## src/rtl/pkt_gen_pkg.sv

```systemverilog
// Shared definitions for the parametrised test-packet generator.
//   state_t      : generator FSM states
//   PKT_MAGIC    : header magic in beat 0 bits [15:0]
//   MIN_LEN      : shortest legal packet (the 8-byte header)
//   LFSR_POLY    : Galois mask for x^32+x^22+x^2+x+1 (right-shifting form)
//   LFSR_SEED    : LFSR value after reset
//   LEN_* / PAY_*: encodings of cfg_len_mode / cfg_pay_mode
package pkt_gen_pkg;

  typedef enum logic [1:0] {
    IDLE = 2'd0,
    DATA = 2'd1,
    GAP  = 2'd2,
    DONE = 2'd3
  } state_t;

  localparam logic [15:0] PKT_MAGIC = 16'hA55A;
  localparam int          MIN_LEN   = 8;
  localparam logic [31:0] LFSR_POLY = 32'h8020_0003;
  localparam logic [31:0] LFSR_SEED = 32'hFFFF_FFFF;

  localparam logic LEN_FIXED = 1'b0;
  localparam logic LEN_SWEEP = 1'b1;
  localparam logic PAY_INC   = 1'b0;
  localparam logic PAY_LFSR  = 1'b1;

  // One Galois step: shift right, fold the taps in when a 1 falls out.
  function automatic logic [31:0] lfsr_step(input logic [31:0] s);
    return s[0] ? ((s >> 1) ^ LFSR_POLY) : (s >> 1);
  endfunction

endpackage

```

## src/rtl/pkt_gen_lfsr.sv

```systemverilog
// Parallel 32-bit Galois LFSR.
//   sys_clk, sys_rst : clock, synchronous active-high reset (state -> LFSR_SEED)
//   adv              : advance the state by NUM_WORDS steps
//   words            : words[k] = state stepped k times; word 0 is the current state
module pkt_gen_lfsr
  import pkt_gen_pkg::*;
#(
  parameter int NUM_WORDS = 2
) (
  input  logic                        sys_clk,
  input  logic                        sys_rst,
  input  logic                        adv,
  output logic [NUM_WORDS-1:0][31:0]  words
);

  logic [31:0] state;
  logic [31:0] state_n;

  always_comb begin
    logic [31:0] s;
    words = '0;
    s     = state;
    for (int k = 0; k < NUM_WORDS; k++) begin
      words[k] = s;
      s        = lfsr_step(s);
    end
    state_n = s;
  end

  always_ff @(posedge sys_clk) begin
    if (sys_rst)  state <= LFSR_SEED;
    else if (adv) state <= state_n;
  end

endmodule

```

## src/rtl/pkt_gen_param.sv

```systemverilog
// Parametrised test-packet source for a link TX port (tx_ready / tx_data_en
// handshake). Packets: 8-byte header {seq[31:0], len[15:0], magic} followed by
// incrementing-byte or LFSR payload, fixed or sweeping length, optional gap,
// optional packet-count limit.
//   sys_clk, sys_rst      : clock, synchronous active-high reset
//   cfg_*                 : run control, length/payload mode, lengths, gap, limit
//   tx_ready              : sink accepts the presented beat
//   tx_data/_en/_sop/_eop : registered beat outputs, held while stalled
//   tx_data_byte_vaild    : valid-byte mask of the presented beat
//   busy, done, pkt_cnt   : status
//   stat_bytes/stat_stall : traffic counters, present only when the
//                           PKT_GEN_STATS_EN macro is defined (else tied to 0)
module pkt_gen_param
  import pkt_gen_pkg::*;
#(
  parameter int DATA_W = 64,
  parameter int LEN_W  = 16,
  parameter int GAP_W  = 8,
  parameter int CNT_W  = 32
) (
  input  logic                sys_clk,
  input  logic                sys_rst,
  input  logic                cfg_enable,
  input  logic                cfg_len_mode,
  input  logic                cfg_pay_mode,
  input  logic [LEN_W-1:0]    cfg_len_min,
  input  logic [LEN_W-1:0]    cfg_len_max,
  input  logic [GAP_W-1:0]    cfg_gap,
  input  logic [CNT_W-1:0]    cfg_pkt_limit,
  input  logic                tx_ready,
  output logic [DATA_W-1:0]   tx_data,
  output logic                tx_data_en,
  output logic                tx_data_sop,
  output logic                tx_data_eop,
  output logic [DATA_W/8-1:0] tx_data_byte_vaild,
  output logic                busy,
  output logic                done,
  output logic [CNT_W-1:0]    pkt_cnt,
  output logic [CNT_W-1:0]    stat_bytes,
  output logic [CNT_W-1:0]    stat_stall
);

  localparam int KEEP_W    = DATA_W / 8;
  localparam int NUM_WORDS = DATA_W / 32;

  if (DATA_W < 64 || (DATA_W % 64) != 0) begin : g_bad_width
    $error("pkt_gen_param: DATA_W must be a multiple of 64");
  end

  state_t            state, state_n;
  logic [GAP_W-1:0]  gap_cnt;
  logic [CNT_W-1:0]  seq;
  logic [LEN_W-1:0]  sweep_len;   // raw length the next sweeping packet uses
  logic [LEN_W-1:0]  pkt_raw;     // raw (unclamped) length of the packet in flight
  logic [LEN_W-1:0]  pkt_len;     // L of the packet in flight
  logic              pkt_pay;
  logic [LEN_W-1:0]  rem;         // bytes left including the presented beat
  logic [7:0]        base;        // low byte of the presented beat's first byte index

  logic fire, last, launch, step, rearm, limit_hit;
  logic [CNT_W-1:0] cnt_inc;

  assign fire      = tx_data_en & tx_ready;
  assign last      = fire & tx_data_eop;
  assign cnt_inc   = pkt_cnt + CNT_W'(1);
  assign limit_hit = (cfg_pkt_limit != '0) && (cnt_inc == cfg_pkt_limit);
  assign rearm     = (state == DONE) && !cfg_enable;
  assign busy      = (state == DATA) || (state == GAP);
  assign done      = (state == DONE);

  // ---------------- FSM ----------------
  // launch: present the sop beat of a new packet on the next cycle.
  // step  : present the next beat of the current packet.
  always_comb begin
    state_n = state;
    launch  = 1'b0;
    step    = 1'b0;
    unique case (state)
      IDLE: begin
        // done is only ever high in DONE, so enable alone starts a run here
        if (cfg_enable) begin
          state_n = DATA;
          launch  = 1'b1;
        end
      end
      DATA: begin
        if (fire) begin
          if (!tx_data_eop)                      step    = 1'b1;
          else if (limit_hit)                    state_n = DONE;
          else if (cfg_gap == '0 && cfg_enable)  launch  = 1'b1;
          else if (cfg_gap != '0)                state_n = GAP;
          else                                   state_n = IDLE;
        end
      end
      GAP: begin
        if (gap_cnt <= GAP_W'(1)) begin
          if (cfg_enable) begin
            state_n = DATA;
            launch  = 1'b1;
          end else begin
            state_n = IDLE;
          end
        end
      end
      DONE: begin
        if (!cfg_enable) state_n = IDLE;
      end
      default: state_n = IDLE;
    endcase
  end

  // ---------------- length selection ----------------
  // On a back-to-back launch the sweep register is updated on the same edge,
  // so the new packet must see the advanced value directly.
  logic [LEN_W-1:0] sweep_adv, sweep_cur, sel_raw, new_len;

  always_comb begin
    sweep_adv = (pkt_raw >= cfg_len_max) ? cfg_len_min : pkt_raw + LEN_W'(1);
    sweep_cur = last ? sweep_adv : sweep_len;
    sel_raw   = cfg_len_min;
    if (cfg_len_mode == LEN_SWEEP && cfg_len_max >= cfg_len_min &&
        sweep_cur >= cfg_len_min && sweep_cur <= cfg_len_max)
      sel_raw = sweep_cur;
    new_len = (sel_raw < LEN_W'(MIN_LEN)) ? LEN_W'(MIN_LEN) : sel_raw;
  end

  // ---------------- next-beat builder ----------------
  logic              nb_first, nb_pay, nb_eop;
  logic [LEN_W-1:0]  nb_len, nb_rem;
  logic [7:0]        nb_base;
  logic [CNT_W-1:0]  nb_seq;
  logic [63:0]       hdr;
  logic [DATA_W-1:0] nb_data;
  logic [KEEP_W-1:0] nb_mask;
  logic [NUM_WORDS-1:0][31:0] lfsr_words;

  always_comb begin
    if (launch) begin
      nb_first = 1'b1;
      nb_len   = new_len;
      nb_rem   = new_len;
      nb_base  = 8'h00;
      nb_pay   = cfg_pay_mode;
    end else begin
      nb_first = 1'b0;
      nb_len   = pkt_len;
      nb_rem   = rem - LEN_W'(KEEP_W);
      nb_base  = base + 8'(KEEP_W);
      nb_pay   = pkt_pay;
    end
    nb_seq = last ? seq + CNT_W'(1) : seq;
    nb_eop = (nb_rem <= LEN_W'(KEEP_W));
    hdr    = {32'(nb_seq), 16'(nb_len), PKT_MAGIC};
  end

  for (genvar b = 0; b < KEEP_W; b++) begin : g_byte
    logic [7:0] hdr_b, val;
    logic       hdr_use;
    if (b < MIN_LEN) begin : g_h
      assign hdr_b   = hdr[b*8 +: 8];
      assign hdr_use = nb_first;
    end else begin : g_p
      assign hdr_b   = 8'h00;
      assign hdr_use = 1'b0;
    end
    always_comb begin
      if (hdr_use)                val = hdr_b;
      else if (nb_pay == PAY_LFSR) val = lfsr_words[b/4][(b%4)*8 +: 8];
      else                        val = nb_base + 8'(b);
    end
    assign nb_mask[b]         = (LEN_W'(b) < nb_rem);
    assign nb_data[b*8 +: 8]  = nb_mask[b] ? val : 8'h00;
  end

  // The LFSR walks every 32-bit lane of each LFSR-mode beat it fills, header
  // lanes included, so a word's value depends only on its position in the stream.
  pkt_gen_lfsr #(.NUM_WORDS(NUM_WORDS)) u_lfsr (
    .sys_clk (sys_clk),
    .sys_rst (sys_rst),
    .adv     ((launch | step) && nb_pay == PAY_LFSR),
    .words   (lfsr_words)
  );

  // ---------------- registers ----------------
  always_ff @(posedge sys_clk) begin
    if (sys_rst) begin
      state              <= IDLE;
      gap_cnt            <= '0;
      seq                <= '0;
      pkt_cnt            <= '0;
      sweep_len          <= cfg_len_min;
      pkt_raw            <= '0;
      pkt_len            <= '0;
      pkt_pay            <= 1'b0;
      rem                <= '0;
      base               <= '0;
      tx_data            <= '0;
      tx_data_en         <= 1'b0;
      tx_data_sop        <= 1'b0;
      tx_data_eop        <= 1'b0;
      tx_data_byte_vaild <= '0;
    end else begin
      state <= state_n;

      if (last)               gap_cnt <= cfg_gap;
      else if (state == GAP)  gap_cnt <= gap_cnt - GAP_W'(1);

      if (last) begin
        seq       <= seq + CNT_W'(1);
        pkt_cnt   <= cnt_inc;
        sweep_len <= sweep_adv;
      end else if (rearm) begin
        pkt_cnt   <= '0;
      end

      if (launch) pkt_raw <= sel_raw;

      if (launch | step) begin
        tx_data            <= nb_data;
        tx_data_en         <= 1'b1;
        tx_data_sop        <= nb_first;
        tx_data_eop        <= nb_eop;
        tx_data_byte_vaild <= nb_mask;
        rem                <= nb_rem;
        base               <= nb_base;
        pkt_len            <= nb_len;
        pkt_pay            <= nb_pay;
      end else if (last) begin
        tx_data            <= '0;
        tx_data_en         <= 1'b0;
        tx_data_sop        <= 1'b0;
        tx_data_eop        <= 1'b0;
        tx_data_byte_vaild <= '0;
      end
    end
  end

`ifdef PKT_GEN_STATS_EN
  always_ff @(posedge sys_clk) begin
    if (sys_rst || rearm) begin
      stat_bytes <= '0;
      stat_stall <= '0;
    end else begin
      if (fire)                     stat_bytes <= stat_bytes + CNT_W'($countones(tx_data_byte_vaild));
      if (tx_data_en && !tx_ready)  stat_stall <= stat_stall + CNT_W'(1);
    end
  end
`else
  assign stat_bytes = '0;
  assign stat_stall = '0;
`endif

endmodule

```

## config.mk

```make
export PLATFORM = sky130hd
export DESIGN_NAME = pkt_gen_param
export DESIGN_NICKNAME = d
export VERILOG_FILES = /design/src/rtl/pkt_gen_pkg.sv /design/src/rtl/pkt_gen_lfsr.sv /design/src/rtl/pkt_gen_param.sv
export SDC_FILE = /design/constraint.sdc
export NUM_CORES = 1
export LEC_CHECK = 0
export ABC_AREA = 1
export CAP_MARGIN = 20
export CORE_UTILIZATION = 55
export CTS_CLUSTER_DIAMETER = 100
export DETAILED_ROUTE_END_ITERATION = 12
export GPL_TIMING_DRIVEN = 0
export PLACE_DENSITY = 0.81
export SLEW_MARGIN = 20
export SYNTH_ARGS = -nofsm -noshare
export SYNTH_HDL_FRONTEND = slang
export SYNTH_HIERARCHICAL = 1
export SYNTH_SLANG_ARGS = --single-unit
export TNS_END_PERCENT = 1
```

## constraint.sdc

```tcl
create_clock -name sys_clk -period 10.8 [get_ports sys_clk]
set_input_delay 1.62 -clock sys_clk [delete_from_list [all_inputs] [get_ports sys_clk]]
set_output_delay 1.62 -clock sys_clk [all_outputs]
set_load 0.01 [all_outputs]
```

==> metrics.txt <==
Yosys top cell by area=dfxtp_1; GR Layer Usage met2=0.614; syn_area_per_cell=6.33 um2; ys flop type=dfxtp_1; height of the chip=approximately 180 um; Max-Cap Viols=0; layout cells sized above 1=0.0940; Critical Path Sink Type=flip-flop; FF+latch area=about 0.0048 mm2; setup TNS=0 ns; most used cell, CP=nand2_1; Total Nets Final=approximately 3100; Synth area leaders=dfxtp_1 (28%), nand2_1 (18%), nand3_1 (7.5%); DRC viols=0; HP Class=flip-flop to flip-flop; routed len/inst=approximately 18 um; Cell variety after synth=53; antenna violations before repair=0; Critical Path Source Type=primary input; Num CTS Buffers=26; I/O Pins=251; Final Worst Setup Slack=2.58 ns; worst slew pin tran=around 0.95 ns; Global Route Usage Sum=0.384; maximum vdd drop=~0.21 mV; synthesized cell area=roughly 0.017 mm2; die area=between 0.03 and 0.04 mm2; routed vias=about 19000; Worst EP required=between 10 and 15 ns; unrepaired setup endpoints after global routing=false; CP bufs+invs=5; CTS tree=done; clk buf depth=3; met1 usage=0.509; R2R depth=30; Fillers=2664; register area share after synthesis=0.280; Final Hold Viols=0; Ant. Diodes=0; critical path class=primary input to flip-flop; # Post-CTS Setup Buffers=0; Layout Cells excl Fill=approximately 3400; Async SR Flop Fraction=0; WL final=a little over 60000 um; multi-input logic area=between 0.01 and 0.015 mm2; Slowest cell on crit path=nor3_1; kind of cell adding the most delay to the critical path=simple AND/OR/NAND/NOR gates; worst hold stages=2; P_leak=roughly 0.0093 uW; Final Max Tran Viols=0; ANT nets after route=0; drt first pass iters=6; most frequent cells in the layout=nand2_1 (797), inv_1 (275), nand3_1 (255); Final HPWL DP=about 49000 um; PostCTS Resize Cnt=0; Final min period=approximately 8 ns; count of input and output buffers=approximately 190; DRT iter0 DRCs=2207; placed insts=approximately 3300; endpoints failing setup=0; Levels on crit path=32; vias in the first global route=17000; CTS Sinks=238; first-pass GRT wire length=between 90000 and 100000 um; run status=complete, no violations; crit path DAT=~8.7 ns; crit-path max FO=10; total power=~4600 uW; largest net degree at the start of global routing=15; CTS Root Cell=clkbuf_16; DR vias/cell=~5.6; Most Used Layer, Global Route=met2; max_slew headroom=0.370; Area Growth Syn to Fin=20.4%; htree depth=1; Fmax achieved=about 0.12 GHz; Final Wtd Congestion=1.02; pre-CTS worst setup slack=about 2.5 ns; Initial Utilization=0.566; Die Wd=between 150 and 200 um; Post-synth EDFFs=0; core region area=about 0.03 mm2; global route overflow=0; pwr dens=227 mW/mm2; Clock Latency Late Sink=between 0.5 and 0.6 ns; share of the synthesized area in the top cell type=0.280; Post-CTS Hold Buffers=0; most common cell after layout, fill and taps aside=nand2_1; met3 usage=0.0683; largest stage delay on the critical path=about 0.55 ns; yosys warns=6; fin util=0.681; Worst Skew=~0.028 ns; Core Rows=63; Clock transition at path regs=0.06 ns; Synth Instances=roughly 2700; Yosys reg bits=238; final worst path period share=0.761
## power breakdown
| group | switching [uW] | internal (uW) | total [uW] |
|---|---|---|---|
| sequential | 212 | 1100 | 1310 |
| clock | 396 | 533 | 929 |
| combinational | 1510 | 891 | 2400 |
| total | 2120 | 2520 | 4640 |
## path summary, 6_finish.rpt
kind | to | slack (ns) | start
hold / removal | tx_data[0] | 0.46 | tx_data[0]
setup reg to reg | tx_data[61] | 3.83 | pkt_raw[15]
setup / recovery | tx_data[61] | 2.58 | cfg_len_max[15]
hold reg to reg | tx_data[0] | 0.46 | tx_data[0]
## kinds of logic (layout without fill, tap and decap cells)
group,count (synthesis),after routing,synth area share
AO/OA/AOI/OAI,351,351,0.111
XOR/XNOR,62,62,0.0332
adder cells (fa/ha/maj),84,84,0.0618
buffers and inverters,502,734,0.142
flip-flops,238,238,0.280
multiplexers,1,1,0.000589
other,1,64,0.000221
AND/OR/NAND/NOR,1444,1444,0.370
## tightest hold or removal path: cells and delay by family, from the launching register on
kind | cells | cell delay, ns
flip-flops | 1 | 0.31
AO/OA/AOI/OAI | 1 | 0.05
AND/OR/NAND/NOR | 1 | 0.06
## Yosys cell counts (all sizes together) (2+ instances only)
cell / instances
dfxtp: 238
o2111ai: 2
nand2: 815
o211ai: 10
clkbuf: 57
or2: 20
o21bai: 5
nand3b: 16
o21ai: 94
a21oi: 202
nor3: 29
xnor2: 16
nand4: 39
a22oi: 8
ha: 84
a31oi: 9
nor2: 252
o21a: 3
inv: 281
o22ai: 6
buf: 163
a211oi: 8
nand3: 261
nor4: 7
xor2: 45
and2: 4
## layer usage
layer | part of all wire | wire (um)
met5 | 0 | 0
met4 | 0.041 | 2560
met3 | 0.11 | 6890
met2 | 0.44 | 27100
met1 | 0.41 | 25200
## state kept, by name (all words and copies together) (netlist names)
signal / count
base: 8
gap_cnt: 8
pkt_cnt: 32
pkt_pay: 1
pkt_raw: 16
rem: 16
seq: 32
state: 2
sweep_len: 16
tx_data: 64
tx_data_byte_vaild: 8
tx_data_en: 1
tx_data_eop: 1
tx_data_sop: 1
u_lfsr/state: 32
## layout make-up
cell class / instances / share of cell area
Buffer: 220 / 0.0664
Clock buffer: 33 / 0.0361
Clock inverter: 13 / 0.00685
Inverter: 282 / 0.0517
Multi-Input combinational cell: 2006 / 0.491
Sequential cell: 238 / 0.233
Tap cell: 390 / 0.0239
Timing Repair Buffer: 186 / 0.0910
## per-stage QoR
stage                     hold slack [ns]  cell area (um2)
after detailed placement            0.455            19600
final                               0.463            20500
after global placement              0.453            19600
after global routing                0.486            20500
after floorplan                     0.454            17200
after CTS                           0.465            20500
(Power assumes the default switching activity.)
